$ cat config.mk
export PLATFORM = sky130hd
export DESIGN_NAME = rr_select_arbiter
export DESIGN_NICKNAME = d
export VERILOG_FILES = /design/src/rtl/rr_select_arbiter_pkg.sv /design/src/rtl/rr_select_arbiter_pick.sv /design/src/rtl/rr_select_arbiter.sv
export SDC_FILE = /design/constraint.sdc
export NUM_CORES = 1
export LEC_CHECK = 0
export BUFFER_PORTS_ARGS = -buffer_cell sky130_fd_sc_hd__buf_2
export CORE_MARGIN = 2
export CORE_UTILIZATION = 59
export CTS_CLUSTER_SIZE = 25
export DETAILED_ROUTE_END_ITERATION = 10
export PLACE_DENSITY_LB_ADDON = 0.3
export SKIP_LAST_GASP = 1
export SLEW_MARGIN = 20
export SYNTH_ARGS = -nofsm -noshare
export SYNTH_HDL_FRONTEND = slang
export SYNTH_SLANG_ARGS = --single-unit
$ cat constraint.sdc
create_clock -name clk -period 5.7 [get_ports clk]
set_clock_uncertainty 0.15 [all_clocks]
set_input_delay 0.855 -clock clk [delete_from_list [all_inputs] [get_ports clk]]
set_output_delay 0.855 -clock clk [all_outputs]
set_load 0.05 [all_outputs]
$ cat src/rtl/rr_select_arbiter_pkg.sv
// Shared sizing and state encodings for the round-robin select arbiter.
package rr_select_arbiter_pkg;

  localparam int N_REQ = 8;
  localparam int IDX_W = 3;

  localparam logic [0:0] ST_IDLE  = 1'b0;
  localparam logic [0:0] ST_OFFER = 1'b1;

endpackage

$ cat src/rtl/rr_select_arbiter_pick.sv
// Round-robin pick: first set request bit searching upward from ptr, wrapping at N_REQ.
module rr_select_arbiter_pick
  import rr_select_arbiter_pkg::*;
(
  input  logic [N_REQ-1:0] req,
  input  logic [IDX_W-1:0] ptr,
  output logic [IDX_W-1:0] idx,
  output logic             any
);

  logic [N_REQ-1:0] rot;
  logic [IDX_W-1:0] off;

  always_comb begin
    rot = '0;
    off = '0;
    // rot[0] is the requester at ptr; index math wraps naturally in IDX_W bits
    for (int i = 0; i < N_REQ; i++) begin
      rot[i] = req[IDX_W'(i) + ptr];
    end
    for (int i = N_REQ - 1; i >= 0; i--) begin
      if (rot[i]) off = IDX_W'(i);
    end
  end

  assign idx = off + ptr;
  assign any = |req;

endmodule

$ cat src/rtl/rr_select_arbiter.sv
// 8-way round-robin arbiter driving the 3-bit decoder select under a valid/ready handshake.
//
//  state    | meaning
//  ---------+--------------------------------------------------------------
//  ST_IDLE  | no grant outstanding; wait for any request
//  ST_OFFER | gnt_idx offered with gnt_valid=1; held until gnt_ready
module rr_select_arbiter
  import rr_select_arbiter_pkg::*;
#(
  parameter int CNT_W = 8
) (
  input  logic             clk,
  input  logic             rst,
  input  logic [N_REQ-1:0] req,
  input  logic             gnt_ready,
  output logic             gnt_valid,
  output logic [IDX_W-1:0] gnt_idx,
  output logic [CNT_W-1:0] gnt_count
);

  logic [0:0]       state;
  logic [IDX_W-1:0] ptr;
  logic [IDX_W-1:0] idx_next;
  logic [IDX_W-1:0] pick_ptr;
  logic [IDX_W-1:0] pick_idx;
  logic             pick_any;

  assign idx_next = gnt_idx + IDX_W'(1);

  // In OFFER the pick only matters on accept, where the new priority is gnt_idx+1
  assign pick_ptr = (state == ST_OFFER) ? idx_next : ptr;

  rr_select_arbiter_pick u_pick (
    .req (req),
    .ptr (pick_ptr),
    .idx (pick_idx),
    .any (pick_any)
  );

  always_ff @(posedge clk or posedge rst) begin
    if (rst) begin
      state     <= ST_IDLE;
      gnt_valid <= 1'b0;
      gnt_idx   <= '0;
      ptr       <= '0;
      gnt_count <= '0;
    end else begin
      case (state)
        ST_IDLE: begin
          if (pick_any) begin
            gnt_idx   <= pick_idx;
            gnt_valid <= 1'b1;
            state     <= ST_OFFER;
          end
        end
        ST_OFFER: begin
          if (gnt_valid && gnt_ready) begin
            ptr       <= idx_next;
            gnt_count <= gnt_count + CNT_W'(1);
            if (pick_any) begin
              gnt_idx <= pick_idx;
            end else begin
              gnt_valid <= 1'b0;
              state     <= ST_IDLE;
            end
          end
        end
        default: begin
          gnt_valid <= 1'b0;
          state     <= ST_IDLE;
        end
      endcase
    end
  end

endmodule
## After elaboration in Yosys (flattened, before gate mapping)

Cells that the tools add are included.

- Flip-flop bits (word level): 16
- Input port bits: 11
- Output and inout port bits: 12
- Logic and storage cells: 66

- $lt $le $gt $ge: 8
- Bitwise logic cells: 1
- Muxes and demuxes: 35
- Equal/unequal tests: 3
- Add/subtract/negate cells: 10
- Reduce and logical (&&, ||, !) cells: 4

Operators by type and width:

| kind | count |
|---|---|
| $mux W3 | 11 |
| $lt A3 B4 Y1 const B | 8 |
| $bmux W1 S3 | 8 |
| $mux W1 | 13 |
| $add A3 B3 Y3 const A | 4 |
| $add A8 B1 Y8 const B | 1 |
| $reduce_or A8 Y1 | 1 |
| $add A2 B3 Y3 const A | 2 |
| $pmux W3 S2 | 1 |
| $ne A2 B2 Y1 const B | 2 |
| $pmux W1 S2 | 2 |
| $add A1 B3 Y3 const A | 1 |
| $add A3 B1 Y3 const B | 1 |
| $add A3 B3 Y3 | 1 |
| $reduce_and A3 Y1 | 1 |
| $ne A2 B1 Y1 const B | 1 |
| $reduce_and A2 Y1 | 1 |
| $logic_and A1 B1 Y1 | 1 |
| $not A1 Y1 | 1 |

## Longest topological paths before layout

Gate-level depths: netlist (run 1).

- Depth in word-level cells: 17
- Mapped depth: 15
- Gate-level depth less buffers: 14

## Hierarchy

Synthesis (run 1) repeated with hierarchy kept, for this count alone.

- Cell total of the unflattened synthesis: 131
- Area, all modules: 1361.3 um^2

Modules (own cells, without submodules):

| module | instances | cells an instance | area each (um^2) |
|---|---|---|---|
| rr_select_arbiter | 1 | 65 | 738.2 |
| rr_select_arbiter_pick | 1 | 66 | 623.1 |

## Worst setup path after synthesis (run 1)

No wires, ideal clock.

- Path type: flip-flop to flip-flop
- From: register gnt_idx[0]
- To: register gnt_idx[2]
- Slack: 1.827 ns
- Path buffers: 0
- Data required time: 5.481 ns
- Stages on the path, launching flop included: 14
- Arrival time: 3.654 ns
- Cell sequence: dfrtp_1 -> ha_1 -> mux2i_4 -> inv_4 -> ha_1 -> mux4_2 -> a21o_1 -> a21boi_1 -> ha_1 -> inv_1 -> fa_1 -> xor2_1 -> or4_1 -> nand3_1

- Cells in the longest elaborated chain, start to end: 17
- Elaborated cells on any way between the ends: 37
- Classes of those cells: add/sub (9); mux (28)

RTL lines:

| what | RTL line | source |
|---|---|---|
| from (decl) | rr_select_arbiter.sv:17 | `output logic [IDX_W-1:0] gnt_idx,` |
| from (signal assigned) | rr_select_arbiter.sv:51 | `gnt_idx <= pick_idx;` |
| from (signal assigned) | rr_select_arbiter.sv:61 | `gnt_idx <= pick_idx;` |
| $add A3 B1 Y3 (*) | rr_select_arbiter.sv:28 | `assign idx_next = gnt_idx + IDX_W'(1);` |
| via idx_next[1] | rr_select_arbiter.sv:23 | `logic [IDX_W-1:0] idx_next;` |
| $mux W3 (*) | rr_select_arbiter.sv:31 | `assign pick_ptr = (state == ST_OFFER) ? idx_next : ptr;` |
| $add A3 B3 Y3 | rr_select_arbiter_pick.sv:19 | `rot[i] = req[IDX_W'(i) + ptr];` |
| $bmux W1 S3 | rr_select_arbiter_pick.sv:19 |  |
| $mux W1 (not written as such) | rr_select_arbiter_pick.sv:19 |  |
| $mux W3 (8 in series) | rr_select_arbiter_pick.sv:22 | `if (rot[i]) off = IDX_W'(i);` |
| $add A3 B3 Y3 (*) | rr_select_arbiter_pick.sv:26 | `assign idx = off + ptr;` |
| $mux W3 (*) | rr_select_arbiter.sv:50, rr_select_arbiter.sv:60 |  |
| $mux W3 | rr_select_arbiter.sv:57 | `if (gnt_valid && gnt_ready) begin` |
| $pmux W3 S2 (*) | rr_select_arbiter.sv:48 | `case (state)` |

The timed path passes the listed nets; every way through them passes the cells marked *. The select of a mux whose other input is x is not followed.
A chain may end at the register's enable or synchronous reset.

## Final worst setup path (run 1)

Same ends and word-level chain as after synthesis.

==> reports/metrics.yaml, run 1 <==
status:
  status: "complete, no violations"
routing:
  drc: 0
  first_pass_iters: 4
  routed_via_density: 5.876
  initialDrtViolationCount: 20
  antenna_left: 0
  vias: 946
  post_drt_wl_per_cell_um: 15.46
  routed_wl_mm: 2.489
synth:
  synthDistinctLibCells: 34
  syn_nets: 127
  ys_warn_count: 0
  synth_ff_type: "dfrtp_1"
  netlist_area_um2: 1237
  async_flop_share_pct: 100.0
  ys_seq_area_share_pct: 32.36
  synth_seq_cells: 16
  synth_cells: 111
  synth_edf_count: 0
  syn_avg_cell_area_um2: 11.15
floorplanning:
  core_um2: 1962
  die-area_um2: 2480
  boundaryPins: 23
  start_util_pct: 63.07
  die_h_um: 49.80
  row_count: 16
  die_w_um: 49.80
finish:
  seqCellArea_um2: 400.4
  area_growth_pct: 11.63
  layout_commonest_cell: "buf_2"
  nets: 151
  nFillCells: 158
  drive_gt1_share_pct: 29.85
  final_cell_mix: "buf_2, nand2_1, dfrtp_1, mux2i_1"
  multi_input_area_um2: 787.0
  n_antenna_cell: 0
sta:
  hold_viol: 0
  min_period_ps: 3860
  slew_headroom_pct: 59.23
  fin_setup_tns_ps: 0
  finalMaxSlewViolations: 0
  tightest_slew_ps: 610.8
  setup_viol: 0
  finalCritPeriodShare_pct: 67.72
  rsz0062_at_grt: "false"
  max_freq_ghz: 0.2591
global_route:
  antenna_found_initial: 0
  globalRouteOverflowTotal: 0
  grt_start_max_net_pins: 17
  grt_first_pass_wirelength_mm: 4.395
  track_usage_pct: 23.69
  grt_pass1_vias: 939
clock_tree:
  hold_buffers: 0
  cts_root_buf: "clkbuf_4"
  worstSkewPairLatency_ps: 290
  path_clk_slew_ps: 100
  postCtsSetupRepairBufs: 0
  cts_tree: "done"
  clockBufferDepth: 2
  cts_resized: 0
  numCtsBuffers: 3
  htree_levels: 1
  clkSinkCount: 16
worst_setup_path:
  cp-endpoint: "gnt_idx[2]"
  worst-endpoint-required_ps: 5780
  rr_endpoint: "gnt_idx[2]"
  path_class: "flop to flop"
  worstSetupStartpointType: "flop"
  reg2reg_depth: 13
  crit_start: "gnt_idx[0]"
  crit_fanout: 6
  cp.arrival_ps: 3940
  r2r-start: "gnt_idx[0]"
  endpoint_kind: "flop"
  r2r_slack_ps: 1840
placed_design:
  routabilityCongestion: 0.8003
  hpwl_mm: 2.030
  port-buffer-count: 22
hold_path:
  worst_hold_path_type: "flop to flop"
job:
  drv_cap: 0
[synthesized netlist by cell type (2+ instances only)]
master	instances	area, um^2
mux4_2	6	135.1
and3_1	2	12.51
ha_1	4	50.05
nand4_1	2	12.51
xor2_1	5	43.79
a21o_1	2	15.01
nor4_1	2	12.51
mux2i_1	9	90.09
dfrtp_1	16	400.4
nand3_1	5	25.02
nand2_1	19	71.32
mux4_1	2	52.55
o21ai_0	6	30.03
mux2i_4	2	45.04
nor2_1	3	11.26
xnor2_1	6	52.55
inv_1	2	7.510
mux2_2	2	22.52
[critical path, cell delays in order (launching register included)]
cell and delay [ps]:
dfrtp_1 440, ha_1 370, mux2i_4 310, inv_4 80, ha_1 200, xnor2_1 260, mux4_2 590, a21boi_1 150
ha_1 150, inv_1 50, fa_1 370, xor2_1 180, or4_1 410, nand3_1 100
[cell type report]
type / instances / share of cell area, %
Timing Repair Buffer: 22 / 7.971
Clock buffer: 4 / 2.627
Tap cell: 27 / 2.446
Inverter: 3 / 0.9964
Sequential cell: 16 / 28.99
Multi-Input combinational cell: 89 / 56.97
[cell families after synthesis]
| kind of cell | count (synthesis) | share of synthesized area [%] |
|---|---|---|
| buffers and inverters | 6 | 4.045 |
| AOI/OAI and AO/OA | 13 | 6.572 |
| DFF | 16 | 32.36 |
| xor gates and xnor gates | 11 | 7.785 |
| and+or+nand+nor | 39 | 15.67 |
| adders and majority gates | 5 | 5.663 |
| muxes | 21 | 27.91 |
[sequential cells by signal, summed over array words and instances (netlist names)]
register   flops
gnt_valid      1
gnt_count      8
gnt_idx        3
ptr            3
state          1
[layer usage]
layer | GRT usage [%] | vias to the layer above | share of wire, %
li1 | - | 457 | -
met1 | 31.01 | 458 | 43
met4 | 10.19 | 0 | 2.1
met5 | 0 | - | 0
met2 | 40.89 | 27 | 52
met3 | 0.9091 | 4 | 3.1
[worst min-delay path by stage]
stage                      start           end  slack, ps  cells past startpoint
floorplan                 ptr[2]        ptr[2]        300                      2
global placement    gnt_count[7]  gnt_count[7]        310                      1
global route        gnt_count[6]  gnt_count[6]        370                      1
CTS                 gnt_count[7]  gnt_count[7]        330                      1
detailed placement  gnt_count[7]  gnt_count[7]        310                      1
finish              gnt_count[7]  gnt_count[7]        320                      1
[metrics by stage]
stage / hold slack [ps] / area [um^2] / setup slack, ps / utilization, % / instances
finish: 323.8 / 1381 / 1840 / 70.41 / 161
global route: 367.1 / 1381 / 1636 / 70.41 / 161
CTS: 325.6 / 1381 / 1818 / 70.41 / 161
detailed placement: 307.7 / 1345 / 1848 / 68.56 / 157
global placement: 305.3 / 1345 / 1913 / 68.56 / 157
floorplan: 300.5 / 1237 / 1827 / - / 111
Power of run 1 is not shown: default switching activity piles up to over one toggle a cycle in this logic, so the estimate is an artifact.
==> run 2, diff against run 1 <==
CORE_UTILIZATION = 49   (was 59)
clock period = 3.3 ns   (was 5.7 ns; I/O delays follow)
==> run 2 against run 1 <==
  * The run now ends with setup timing left
  * Via count increased by 11%
  * Critical endpoint unchanged
  * Clock-buffer cell count unchanged
  * First-iteration DRC count decreased by 10%
  * Die area increased by 19%
  * Register-to-register slack got worse by 2000 ps
  * Sequential share of layout area decreased by 4.0 points
==> reports/metrics.yaml, run 2 (synthesized netlist as in run 1, its figures left out) <==
status:
  status: "finished with violations"
  violations: "setup timing"
finish:
  finalInstanceArea_um2: 1620
  largest-register: "gnt_count"
  largestRegisters: "gnt_count: 8 flops, gnt_idx: 3 flops, ptr: 3 flops"
  nFillCells: 209
  nets: 174
  seqCellArea_um2: 404.1
  drive_gt1_share_pct: 49.68
  postLayoutCoreUtil_pct: 66.62
  final_cell_mix: "buf_2, buf_4, nand2_1, dfrtp_1, mux4_2"
  area_growth_pct: 30.94
  largest_reg_flops: 8
  multi_input_area_um2: 842.1
  n_antenna_cell: 0
routing:
  routed_wl_mm: 2.665
  antenna_left: 0
  initialDrtViolationCount: 18
  drc: 0
  vias: 1051
  routed_via_density: 5.620
  post_drt_wl_per_cell_um: 14.25
  first_pass_iters: 4
sta:
  max_freq_ghz: 0.2870
  rsz0062_at_grt: "true"
  finalCritPeriodShare_pct: 105.6
  slew_headroom_pct: 60.05
  tightest_slew_ps: 598.6
  setup_viol: 1
  hold_viol: 0
  setup_ws_ps: -184.9
  finalMaxSlewViolations: 0
  min_period_ps: 3485
global_route:
  globalRouteOverflowTotal: 0
  grt_pass1_vias: 954
  grt_first_pass_wirelength_mm: 4.222
  grt.met2_usage_pct: 32.93
  grt_start_max_net_pins: 17
  grt_util_met3_pct: 5.738
  track_usage_pct: 20.06
  busiest_layer: "met2"
  antenna_found_initial: 0
  met1_usage_pct: 27.71
placed_design:
  pre_cts_slack_ps: -220.2
  routabilityCongestion: 0.9547
  place_area_um2: 1546
  hpwl_mm: 2.182
  port-buffer-count: 22
worst_setup_path:
  path_class: "flop to flop"
  crit_start: "gnt_idx[0]"
  worst-endpoint-required_ps: 3380
  r2r_slack_ps: -180
  cp-endpoint: "gnt_idx[2]"
  cp.arrival_ps: 3560
  rr_endpoint: "gnt_idx[2]"
  worstSetupStartpointType: "flop"
  crit_fanout: 4
  endpoint_kind: "flop"
  r2r-start: "gnt_idx[0]"
  reg2reg_depth: 13
clock_tree:
  path_clk_slew_ps: 90
  cts_tree: "done"
  worstSkewPairLatency_ps: 280
  clockBufferDepth: 2
  numCtsBuffers: 3
  clkSinkCount: 16
  cts_root_buf: "clkbuf_4"
  htree_levels: 1
floorplanning:
  start_util_pct: 50.87
  die_h_um: 54.26
  die_w_um: 54.26
  boundaryPins: 23
  row_count: 18
  core_um2: 2432
  die-area_um2: 2944
job:
  drv_cap: 0
hold_path:
  worst_hold_path_type: "input port to asynchronous set/reset pin"
==> run 2: worst min-delay path by stage <==
stage / startpoint / to / slack [ps]
floorplan: rst / gnt_count[0] / 260
global placement: gnt_count[7] / gnt_count[7] / 310
detailed placement: gnt_count[7] / gnt_count[7] / 310
CTS: rst / gnt_idx[2] / 120
global route: rst / gnt_count[6] / 140
finish: rst / ptr[2] / 110
==> run 2: per-layer routing <==
metal  wire [um]  vias to the layer above
li1            -                      506
met1        1210                      516
met2        1354                       29
met3         100                        0
met4           0                        0
met5           0                        -
==> run 2: cell type report <==
class,count,share of cell area [%]
repair buffers,45,17.68
inverters,3,0.8494
flip-flops and latches,16,24.94
multi-input cells,89,51.97
clock buffers,4,2.239
well taps,30,2.317
==> run 2: through the flow <==
stage          hold WS [ps]  setup TNS [ps]  cells
6_report              113.1          -184.9    187
2_1_floorplan         258.6          -297.7    111
3_5_place_dp          314.3          -345.8    181
5_1_grt               140.3          -451.5    187
3_3_place_gp          305.6          -110.3    181
4_1_cts               120.9          -267.1    185
==> run 2: repair_timing <==
| action | in CTS | in global routing |
|---|---|---|
| endpoints found under the setup margin | 2 | 2 |
| buffers inserted | 0 | 2 |
| hold buffers | 0 | 0 |
| gates resized for setup | 3 | 8 |
| pin swaps | 0 | 1 |
==> run 2: worst max-delay path, cell delays in order (launching register included) <==
cell and delay (ps):
dfrtp_2 460, ha_4 250, mux2i_4 170, inv_4 70, ha_4 280, mux4_2 520, a21o_1 190, a21boi_2 130
ha_2 180, inv_1 50, fa_2 330, xor2_1 170, or4_1 400, nand3_1 90
Power of run 2 is left out for the same reason.
